===== config.mk =====
export PLATFORM = sky130hd
export DESIGN_NAME = wrapper_clint_slave
export DESIGN_NICKNAME = d
export VERILOG_FILES = /design/src/rtl/wrapper_clint_pkg.sv /design/src/rtl/wrapper_clint_rtc_sync.sv /design/src/rtl/wrapper_clint_slave.sv
export SDC_FILE = /design/constraint.sdc
export NUM_CORES = 1
export LEC_CHECK = 0
export BUFFER_PORTS_ARGS = -buffer_cell sky130_fd_sc_hd__buf_2
export CAP_MARGIN = 20
export CORE_MARGIN = 2
export CORE_UTILIZATION = 35
export DETAILED_ROUTE_END_ITERATION = 6
export PLACE_DENSITY = 0.59
export SLEW_MARGIN = 30
export SYNTH_ARGS = -nofsm -noshare
export SYNTH_HDL_FRONTEND = slang
export SYNTH_SLANG_ARGS = --single-unit

===== constraint.sdc =====
create_clock -name clk_i -period 2.69 [get_ports clk_i]
set_input_delay 0.269 -clock clk_i [delete_from_list [all_inputs] [get_ports clk_i]]
set_output_delay 0.269 -clock clk_i [all_outputs]
set_load 0.02 [all_outputs]

===== src/rtl/wrapper_clint_pkg.sv =====
// Shared definitions for the CLINT AXI4-Lite responder.
// Holds the register word offsets (address bits [15:3]), AXI response
// codes, the read/write FSM state types and the byte-strobe merge helper.
package wrapper_clint_pkg;

    // Word offsets (byte offset >> 3) of the mapped registers
    localparam logic [12:0] MSIP_WORD     = 13'h0000;  // byte offset 0x0000
    localparam logic [12:0] MTIMECMP_WORD = 13'h0800;  // byte offset 0x4000
    localparam logic [12:0] MTIME_WORD    = 13'h17FF;  // byte offset 0xBFF8

    // AXI response codes
    localparam logic [1:0] RESP_OKAY   = 2'b00;
    localparam logic [1:0] RESP_SLVERR = 2'b10;

    typedef enum logic {
        WR_IDLE = 1'b0,
        WR_RESP = 1'b1
    } wr_state_e;

    typedef enum logic {
        RD_IDLE = 1'b0,
        RD_DATA = 1'b1
    } rd_state_e;

    // Byte-wise merge of new_v into old_v under strobe control
    function automatic logic [63:0] apply_strb(
        input logic [63:0] old_v,
        input logic [63:0] new_v,
        input logic [7:0]  strb
    );
        logic [63:0] res;
        res = 64'h0;
        for (int i = 0; i < 8; i++) begin
            if (strb[i]) begin
                res[8*i +: 8] = new_v[8*i +: 8];
            end else begin
                res[8*i +: 8] = old_v[8*i +: 8];
            end
        end
        return res;
    endfunction

endpackage


===== src/rtl/wrapper_clint_rtc_sync.sv =====
// Real-time tick synchronizer for the CLINT.
// Brings the asynchronous rtc_i into the clk_i domain through two flops and
// produces a one-cycle tick_o for every synchronized rising edge.
// Ports:
//   clk_i   - system clock
//   rst_ni  - asynchronous active-low reset
//   rtc_i   - asynchronous real-time tick input
//   tick_o  - single-cycle pulse per synchronized rtc_i rising edge
module wrapper_clint_rtc_sync (
    input  logic clk_i,
    input  logic rst_ni,
    input  logic rtc_i,
    output logic tick_o
);

    logic [1:0] sync_r;
    logic       last_r;

    // Two-flop synchronizer followed by a history flop for edge detection
    always_ff @(posedge clk_i or negedge rst_ni) begin
        if (!rst_ni) begin
            sync_r <= 2'b00;
            last_r <= 1'b0;
        end else begin
            sync_r <= {sync_r[0], rtc_i};
            last_r <= sync_r[1];
        end
    end

    assign tick_o = sync_r[1] & ~last_r;

endmodule


===== src/rtl/wrapper_clint_slave.sv =====
// CLINT (core-local interruptor) AXI4-Lite responder.
// Provides msip, mtimecmp and mtime in the 0x0200_0000 window, decoding
// only address bits [15:3]. mtime advances on each synchronized rtc_i
// rising edge; timer_irq_o and ipi_o are registered interrupt outputs.
// Ports:
//   clk_i, rst_ni                 - clock, asynchronous active-low reset
//   aw_* / w_* / b_*              - AXI4-Lite write address/data/response
//   ar_* / r_*                    - AXI4-Lite read address/data
//   rtc_i                         - asynchronous real-time tick
//   timer_irq_o                   - machine timer interrupt (mtime >= mtimecmp)
//   ipi_o                         - machine software interrupt (msip bit 0)
module wrapper_clint_slave
    import wrapper_clint_pkg::*;
#(
    parameter int unsigned AddrWidth = 32,
    parameter int unsigned DataWidth = 64
) (
    input  logic                   clk_i,
    input  logic                   rst_ni,
    input  logic [AddrWidth-1:0]   aw_addr_i,
    input  logic                   aw_valid_i,
    output logic                   aw_ready_o,
    input  logic [DataWidth-1:0]   w_data_i,
    input  logic [DataWidth/8-1:0] w_strb_i,
    input  logic                   w_valid_i,
    output logic                   w_ready_o,
    output logic [1:0]             b_resp_o,
    output logic                   b_valid_o,
    input  logic                   b_ready_i,
    input  logic [AddrWidth-1:0]   ar_addr_i,
    input  logic                   ar_valid_i,
    output logic                   ar_ready_o,
    output logic [DataWidth-1:0]   r_data_o,
    output logic [1:0]             r_resp_o,
    output logic                   r_valid_o,
    input  logic                   r_ready_i,
    input  logic                   rtc_i,
    output logic                   timer_irq_o,
    output logic                   ipi_o
);

    wr_state_e   wr_state_r, wr_next_s;
    rd_state_e   rd_state_r, rd_next_s;
    logic        alive_r;
    logic        tick_s;
    logic        wr_hs_s, ar_hs_s;
    logic [12:0] aw_word_s, ar_word_s;
    logic        wr_msip_s, wr_cmp_s, wr_time_s, wr_mapped_s;
    logic [63:0] rd_data_s;
    logic [1:0]  rd_resp_s;
    logic        msip_r;
    logic [63:0] mtimecmp_r, mtime_r;
    logic [1:0]  b_resp_r, r_resp_r;
    logic [63:0] r_data_r;
    logic        irq_r, ipi_r;
    logic        unused_addr_s;

    assign aw_word_s     = aw_addr_i[15:3];
    assign ar_word_s     = ar_addr_i[15:3];
    assign unused_addr_s = ^{aw_addr_i[AddrWidth-1:16], aw_addr_i[2:0],
                             ar_addr_i[AddrWidth-1:16], ar_addr_i[2:0]};

    wrapper_clint_rtc_sync u_rtc_sync (
        .clk_i  (clk_i),
        .rst_ni (rst_ni),
        .rtc_i  (rtc_i),
        .tick_o (tick_s)
    );

    // Holds the ready outputs low until the first clock edge after reset release
    always_ff @(posedge clk_i or negedge rst_ni) begin
        if (!rst_ni) begin
            alive_r <= 1'b0;
        end else begin
            alive_r <= 1'b1;
        end
    end

    // Address and data are accepted together, so both readies share one term
    assign wr_hs_s    = (wr_state_r == WR_IDLE) && alive_r && aw_valid_i && w_valid_i;
    assign aw_ready_o = wr_hs_s;
    assign w_ready_o  = wr_hs_s;
    assign ar_ready_o = (rd_state_r == RD_IDLE) && alive_r;
    assign ar_hs_s    = ar_ready_o && ar_valid_i;

    // Write address decode
    always_comb begin
        wr_msip_s = 1'b0;
        wr_cmp_s  = 1'b0;
        wr_time_s = 1'b0;
        case (aw_word_s)
            MSIP_WORD:     wr_msip_s = 1'b1;
            MTIMECMP_WORD: wr_cmp_s  = 1'b1;
            MTIME_WORD:    wr_time_s = 1'b1;
            default: begin
                wr_msip_s = 1'b0;
            end
        endcase
    end

    assign wr_mapped_s = wr_msip_s | wr_cmp_s | wr_time_s;

    // Read data mux; unmapped offsets read zero with SLVERR
    always_comb begin
        rd_data_s = 64'h0;
        rd_resp_s = RESP_OKAY;
        case (ar_word_s)
            MSIP_WORD:     rd_data_s = {63'h0, msip_r};
            MTIMECMP_WORD: rd_data_s = mtimecmp_r;
            MTIME_WORD:    rd_data_s = mtime_r;
            default:       rd_resp_s = RESP_SLVERR;
        endcase
    end

    // Write FSM next state
    always_comb begin
        wr_next_s = wr_state_r;
        case (wr_state_r)
            WR_IDLE: begin
                if (wr_hs_s) begin
                    wr_next_s = WR_RESP;
                end else begin
                    wr_next_s = WR_IDLE;
                end
            end
            WR_RESP: begin
                if (b_ready_i) begin
                    wr_next_s = WR_IDLE;
                end else begin
                    wr_next_s = WR_RESP;
                end
            end
            default: wr_next_s = WR_IDLE;
        endcase
    end

    // Read FSM next state
    always_comb begin
        rd_next_s = rd_state_r;
        case (rd_state_r)
            RD_IDLE: begin
                if (ar_hs_s) begin
                    rd_next_s = RD_DATA;
                end else begin
                    rd_next_s = RD_IDLE;
                end
            end
            RD_DATA: begin
                if (r_ready_i) begin
                    rd_next_s = RD_IDLE;
                end else begin
                    rd_next_s = RD_DATA;
                end
            end
            default: rd_next_s = RD_IDLE;
        endcase
    end

    // FSM state registers and latched response payloads
    always_ff @(posedge clk_i or negedge rst_ni) begin
        if (!rst_ni) begin
            wr_state_r <= WR_IDLE;
            rd_state_r <= RD_IDLE;
            b_resp_r   <= RESP_OKAY;
            r_resp_r   <= RESP_OKAY;
            r_data_r   <= 64'h0;
        end else begin
            wr_state_r <= wr_next_s;
            rd_state_r <= rd_next_s;
            if (wr_hs_s) begin
                b_resp_r <= wr_mapped_s ? RESP_OKAY : RESP_SLVERR;
            end
            if (ar_hs_s) begin
                r_data_r <= rd_data_s;
                r_resp_r <= rd_resp_s;
            end
        end
    end

    // CLINT registers; a bus write to mtime overrides a coincident tick
    always_ff @(posedge clk_i or negedge rst_ni) begin
        if (!rst_ni) begin
            msip_r     <= 1'b0;
            mtimecmp_r <= 64'hFFFF_FFFF_FFFF_FFFF;
            mtime_r    <= 64'h0;
        end else begin
            if (wr_hs_s && wr_msip_s && w_strb_i[0]) begin
                msip_r <= w_data_i[0];
            end
            if (wr_hs_s && wr_cmp_s) begin
                mtimecmp_r <= apply_strb(mtimecmp_r, w_data_i, w_strb_i);
            end
            if (wr_hs_s && wr_time_s) begin
                mtime_r <= apply_strb(mtime_r, w_data_i, w_strb_i);
            end else if (tick_s) begin
                mtime_r <= mtime_r + 64'd1;
            end
        end
    end

    // Registered interrupt outputs
    always_ff @(posedge clk_i or negedge rst_ni) begin
        if (!rst_ni) begin
            irq_r <= 1'b0;
            ipi_r <= 1'b0;
        end else begin
            irq_r <= (mtime_r >= mtimecmp_r);
            ipi_r <= msip_r;
        end
    end

    assign b_valid_o   = (wr_state_r == WR_RESP);
    assign b_resp_o    = b_resp_r;
    assign r_valid_o   = (rd_state_r == RD_DATA);
    assign r_data_o    = r_data_r;
    assign r_resp_o    = r_resp_r;
    assign timer_irq_o = irq_r;
    assign ipi_o       = ipi_r;

endmodule


# == Yosys cells after proc, flatten, opt, wreduce, memory -nomap -nowiden ==
# Index checks and enable logic that the tools add are counted.
# word_totals
register_bits,205
inputBits,144
output_inout_bits,75
elab_cells,98
# classes
add_sub_neg,1
magnitude_cmp,1
eq_ne,12
muxes,22
bitwise_logic,6
reduce_logical,29
# ops
op,n
$pmux 64 s3,1
$mux 64,2
$add 64x1->64 const B,1
$ge 64x64->1,1
$mux 8,8
$reduce_and 2->1,16
$eq 13x12->1 const B,2
$eq 13x13->1 const B,2
$logic_not 13->1,2
$ne 2x2->1 const B,8
$logic_and 1x1->1,9
$mux 1,7
$mux 2,2
$pmux 1 s2,2
$not 1->1,3
$reduce_or 3->1,1
$or 1x1->1,2
$reduce_bool 2->1,1
$and 1x1->1,1

# == Logic depth before layout (Yosys ltp) ==
# logic_depth
word_depth,7
depth_mapped,9
mapped_depth_nobuf,8

# == Hierarchy ==
# From an unflattened synthesis, not the netlist that was laid out.
# hier_totals
hier_cells,1246
hier_area_um2,11637.4
# by_module_without_submodules
module,instances,cells_each,area_each_um2
wrapper_clint_slave,1,1242,11548.6
wrapper_clint_rtc_sync,1,4,88.8

# == Worst setup path before layout ==
# Ideal clock, no wire load.
# synth_timing
path_kind,register -> register
start,register wr_state_r (netlist: b_valid_o)
end,register mtime_r[27]
setup_ns,0.131
t_arrival_ns,2.195
required_time_ns,2.559
setup_slack_ns,0.364
path_stages_with_launch,7
path_buffers,0
period_less_slack_ns,2.326
path_cell_list,dfrtp_1 nand4b_4 nor4_2 nand3_1 a2111oi_4 a21oi_1 or3_1
# synth_between
elab_chain_len,7
elab_cells_between_ends,9
classes_between,eq/ne: 1; mux: 1; bitwise: 1; reduce/logical: 6
# synth_rtl
element,line_no,source
start: declaration,wrapper_clint_slave.sv:42,"wr_state_e wr_state_r, wr_next_s;"
start signal: assignment,wrapper_clint_slave.sv:168,wr_state_r <= wr_next_s;
$not 1->1 *,-,
$logic_and 1x1->1 * (3 in a row),wrapper_clint_slave.sv:80,assign wr_hs_s = (wr_state_r == WR_IDLE) && alive_r && aw_valid_i && w_valid_i;
$logic_and 1x1->1 *,wrapper_clint_slave.sv:193,if (wr_hs_s && wr_time_s) begin
$ne 2x2->1 (no source line) or $reduce_bool 2->1 (tied branches),-,
$reduce_and 2->1 (no source line),-,
end signal: assignment,wrapper_clint_slave.sv:194,"mtime_r <= apply_strb(mtime_r, w_data_i, w_strb_i);"
end signal: assignment,wrapper_clint_slave.sv:196,mtime_r <= mtime_r + 64'd1;
end: declaration,wrapper_clint_slave.sv:52,"logic [63:0] mtimecmp_r, mtime_r;"
# Every way passes the cells marked *; elsewhere a longest branch is shown, timed or not.
# A chain may end at the register's enable or synchronous reset.

# == Worst setup path after layout ==
# layout_timing
start,register mtime_r[0]
end,register irq_r (netlist: timer_irq_o)
# layout_between
elab_chain_len,1
# layout_rtl
element,line_no,source
$ge 64x64->1,wrapper_clint_slave.sv:207,irq_r <= (mtime_r >= mtimecmp_r);
end signal: assignment,wrapper_clint_slave.sv:207,
end: declaration,wrapper_clint_slave.sv:55,"logic irq_r, ipi_r;"
# No other way between the ends.

==> impl_metrics.toml <==
[route]
dr.pass1.iters = 5
vias_per_cell = 5.38
drc = 0
first_iter_violations = 687
num_vias = 10300
ant_nets = 0
wl_per_cell_um = 18.6
routed_wl_um = 35700

[worst_hold_path]
hp-class = "in -> reg"

[synth]
netlist_top_cells_area = "dfrtp_1, dfstp_2, ha_1"
yosysMostFrequentCell = "dfrtp_1"
synth-edff-count = 0
synth_seq_cells = 203
synth_ff_type = "dfrtp_1"
yosys_warnings = 0
async_reset_ff_frac = 1.00
synth_area_leader_cell = "dfrtp_1"
synthCells = 1204
synth_cell_type_count = 71
synth_commonest_cells = "dfrtp_1, nand2_1, o21ai_0, inv_1, a21oi_1"
avgSynthCellArea_um2 = 9.56
synth_top_area_share = 0.302
ys_seq_area_frac = 0.448
syn-cell-area_um2 = 11500

[clock_network]
post-cts-setup-buffers = 0
cts.sinks = 203
clk_pin_slew_ps = 60
cts.htree.levels = 1
clockRootBuffer = "clkbuf_16"
cts_tree = "yes"
insertion_delay_ps = 540
cts-buffers-inserted = 26
clk_path_buf_depth = 3

[critical_path]
cp-end-kind = "flop"
cp.required_ps = 3100
worstPathArrival_ps = 2980
path_max_fanout = 6
critical_path_class = "reg -> reg"
cp-start-kind = "flop"

[timing]
hold_viol = 0
holdWs_ps = 16.3
min_period_ps = 2560
max_freq_ghz = 0.390
rsz0062_at_grt = "false"
skew_ps = 26.7
maxSlewViolCount = 0
period_share = 0.953
tightest_slew_ps = 744
maxSlewHeadroom = 0.504
setup_viol = 0

[place]
dp_hpwl_um = 25900
portBuffers = 178
gp_congestion = 0.832
place_area_um2 = 13300
dp.cells = 1836

[global_routing]
track_usage = 0.204
overflow = 0
antenna_found_initial = 0
grt_max_degree = 69
first_global_vias = 9925
grt_pass1_wl_um = 55400

[floorplan]
core-area_um2 = 32500
die_h_um = 185
die_width_um = 185
boundaryPins = 219
die-area_um2 = 34400
rows = 66
initial_core_util = 0.355

[power_and_ir_drop]
vdd_ir_drop_max_mv = 0.404
power_density_nw_per_um2 = 494
total_power_w = 0.00716
p_leak_nw = 6.36

[final_layout]
fin_area_um2 = 14500
final_util = 0.447
antenna_cells = 0
syn2layout_area_growth_pct = 26.0
stdcell_count = 1921
nets = 1668
nFillCells = 3188
layout-drive-gt1-share = 0.298

[run_status]
status = "finished clean"

[run]
maxCapViolCount = 0
-- critical path: stages (launching register included) --
cell and delay [ps]:
dfrtp_1 450, inv_1 70, ha_1 260, nand2b_1 140
a2111oi_1 470, o311ai_1 230, a211o_1 400, a311oi_2 290
o211ai_1 140
-- path summary, 6_finish.rpt --
path / slack (ps) / to / cells past startpoint / from
worst min register to register: 350 / u_rtc_sync.sync_r[1] / 0 / u_rtc_sync.sync_r[0]
worst max register to register: 130 / timer_irq_o / 8 / mtime_r[0]
worst min-delay path: 20 / mtimecmp_r[21] / 2 / w_data_i[21]
max in group asynchronous: 1520 / mtimecmp_r[32] / 3 / rst_ni
min in group asynchronous: 320 / mtime_r[58] / 2 / rst_ni
worst max-delay path: 130 / timer_irq_o / 8 / mtime_r[0]
-- final cells by class --
type | count | area (um2) | share of cell area
clock buffers | 38 | 746 | 0.0514
clock inverters | 10 | 92.6 | 0.00638
inverters | 83 | 312 | 0.0215
multi-input cells | 864 | 5840 | 0.403
flip-flops and latches | 203 | 5160 | 0.356
well taps | 442 | 553 | 0.0381
repair buffers | 281 | 1800 | 0.124
-- cells by family after synthesis --
kind of cell | Yosys count | synth area share
compound gates | 331 | 0.184
mux | 72 | 0.0696
simple gates | 387 | 0.175
buf+inv | 138 | 0.0470
flops | 203 | 0.448
fa+ha+maj | 65 | 0.0706
other cells | 2 | 0.000652
xor+xnor | 6 | 0.00456
-- repair_timing --
| action | CTS | global route |
|---|---|---|
| endpoints found under the setup margin | 1 | 1 |
| hold endpoints to repair | 85 | 0 |
| gates resized for setup | 2 | 1 |
| hold buffers | 37 | 0 |
-- cell usage in the layout (no fill, tap or decap), drive strengths merged, types with 15 or more instances in the layout --
cell and count:
nor3 26, dfrtp 139, a21oi 75, inv 83, o22ai 18, nor4 26
nand4 36, dfstp 64, ha 65, mux2 64, dlygate4sd3 37, nand3 49
and3 17, nor2 54, buf 243, o21ai 91, clkbuf 39, a211oi 15
nand2 136, a22oi 63
-- flip-flops by register name, indices dropped and copies added (netlist names) --
register	flops
u_rtc_sync.last_r	1
ipi_o	1
u_rtc_sync.sync_r	2
timer_irq_o	1
r_data_o	64
msip_r	1
mtime_r	64
b_resp_o	1
alive_r	1
r_valid_o	1
r_resp_o	1
b_valid_o	1
mtimecmp_r	64
-- metal layers --
metal / GRT usage / vias up / part of all wire
met3: 0.0289 / 62 / 0.053
met5: 0 / - / 0
li1: - / 4957 / -
met4: 0.0587 / 0 / 0.027
met2: 0.333 / 299 / 0.46
met1: 0.281 / 5017 / 0.46
-- power by group --
group	leakage [nW]	internal, W	switching, W
Sequential	2.44	0.00311	0.0000743
Combinational	3.50	0.000235	0.000341
Clock	0.413	0.00202	0.00138
-- through the flow --
step	setup TNS (ps)	setup WS (ps)
2_1_floorplan	0	364
3_3_place_gp	0	15.0
3_5_place_dp	-62.4	-62.4
4_1_cts	0	77.8
5_1_grt	0	3.96
6_report	0	126
No activity file was read; power rests on OpenSTA's default activity.
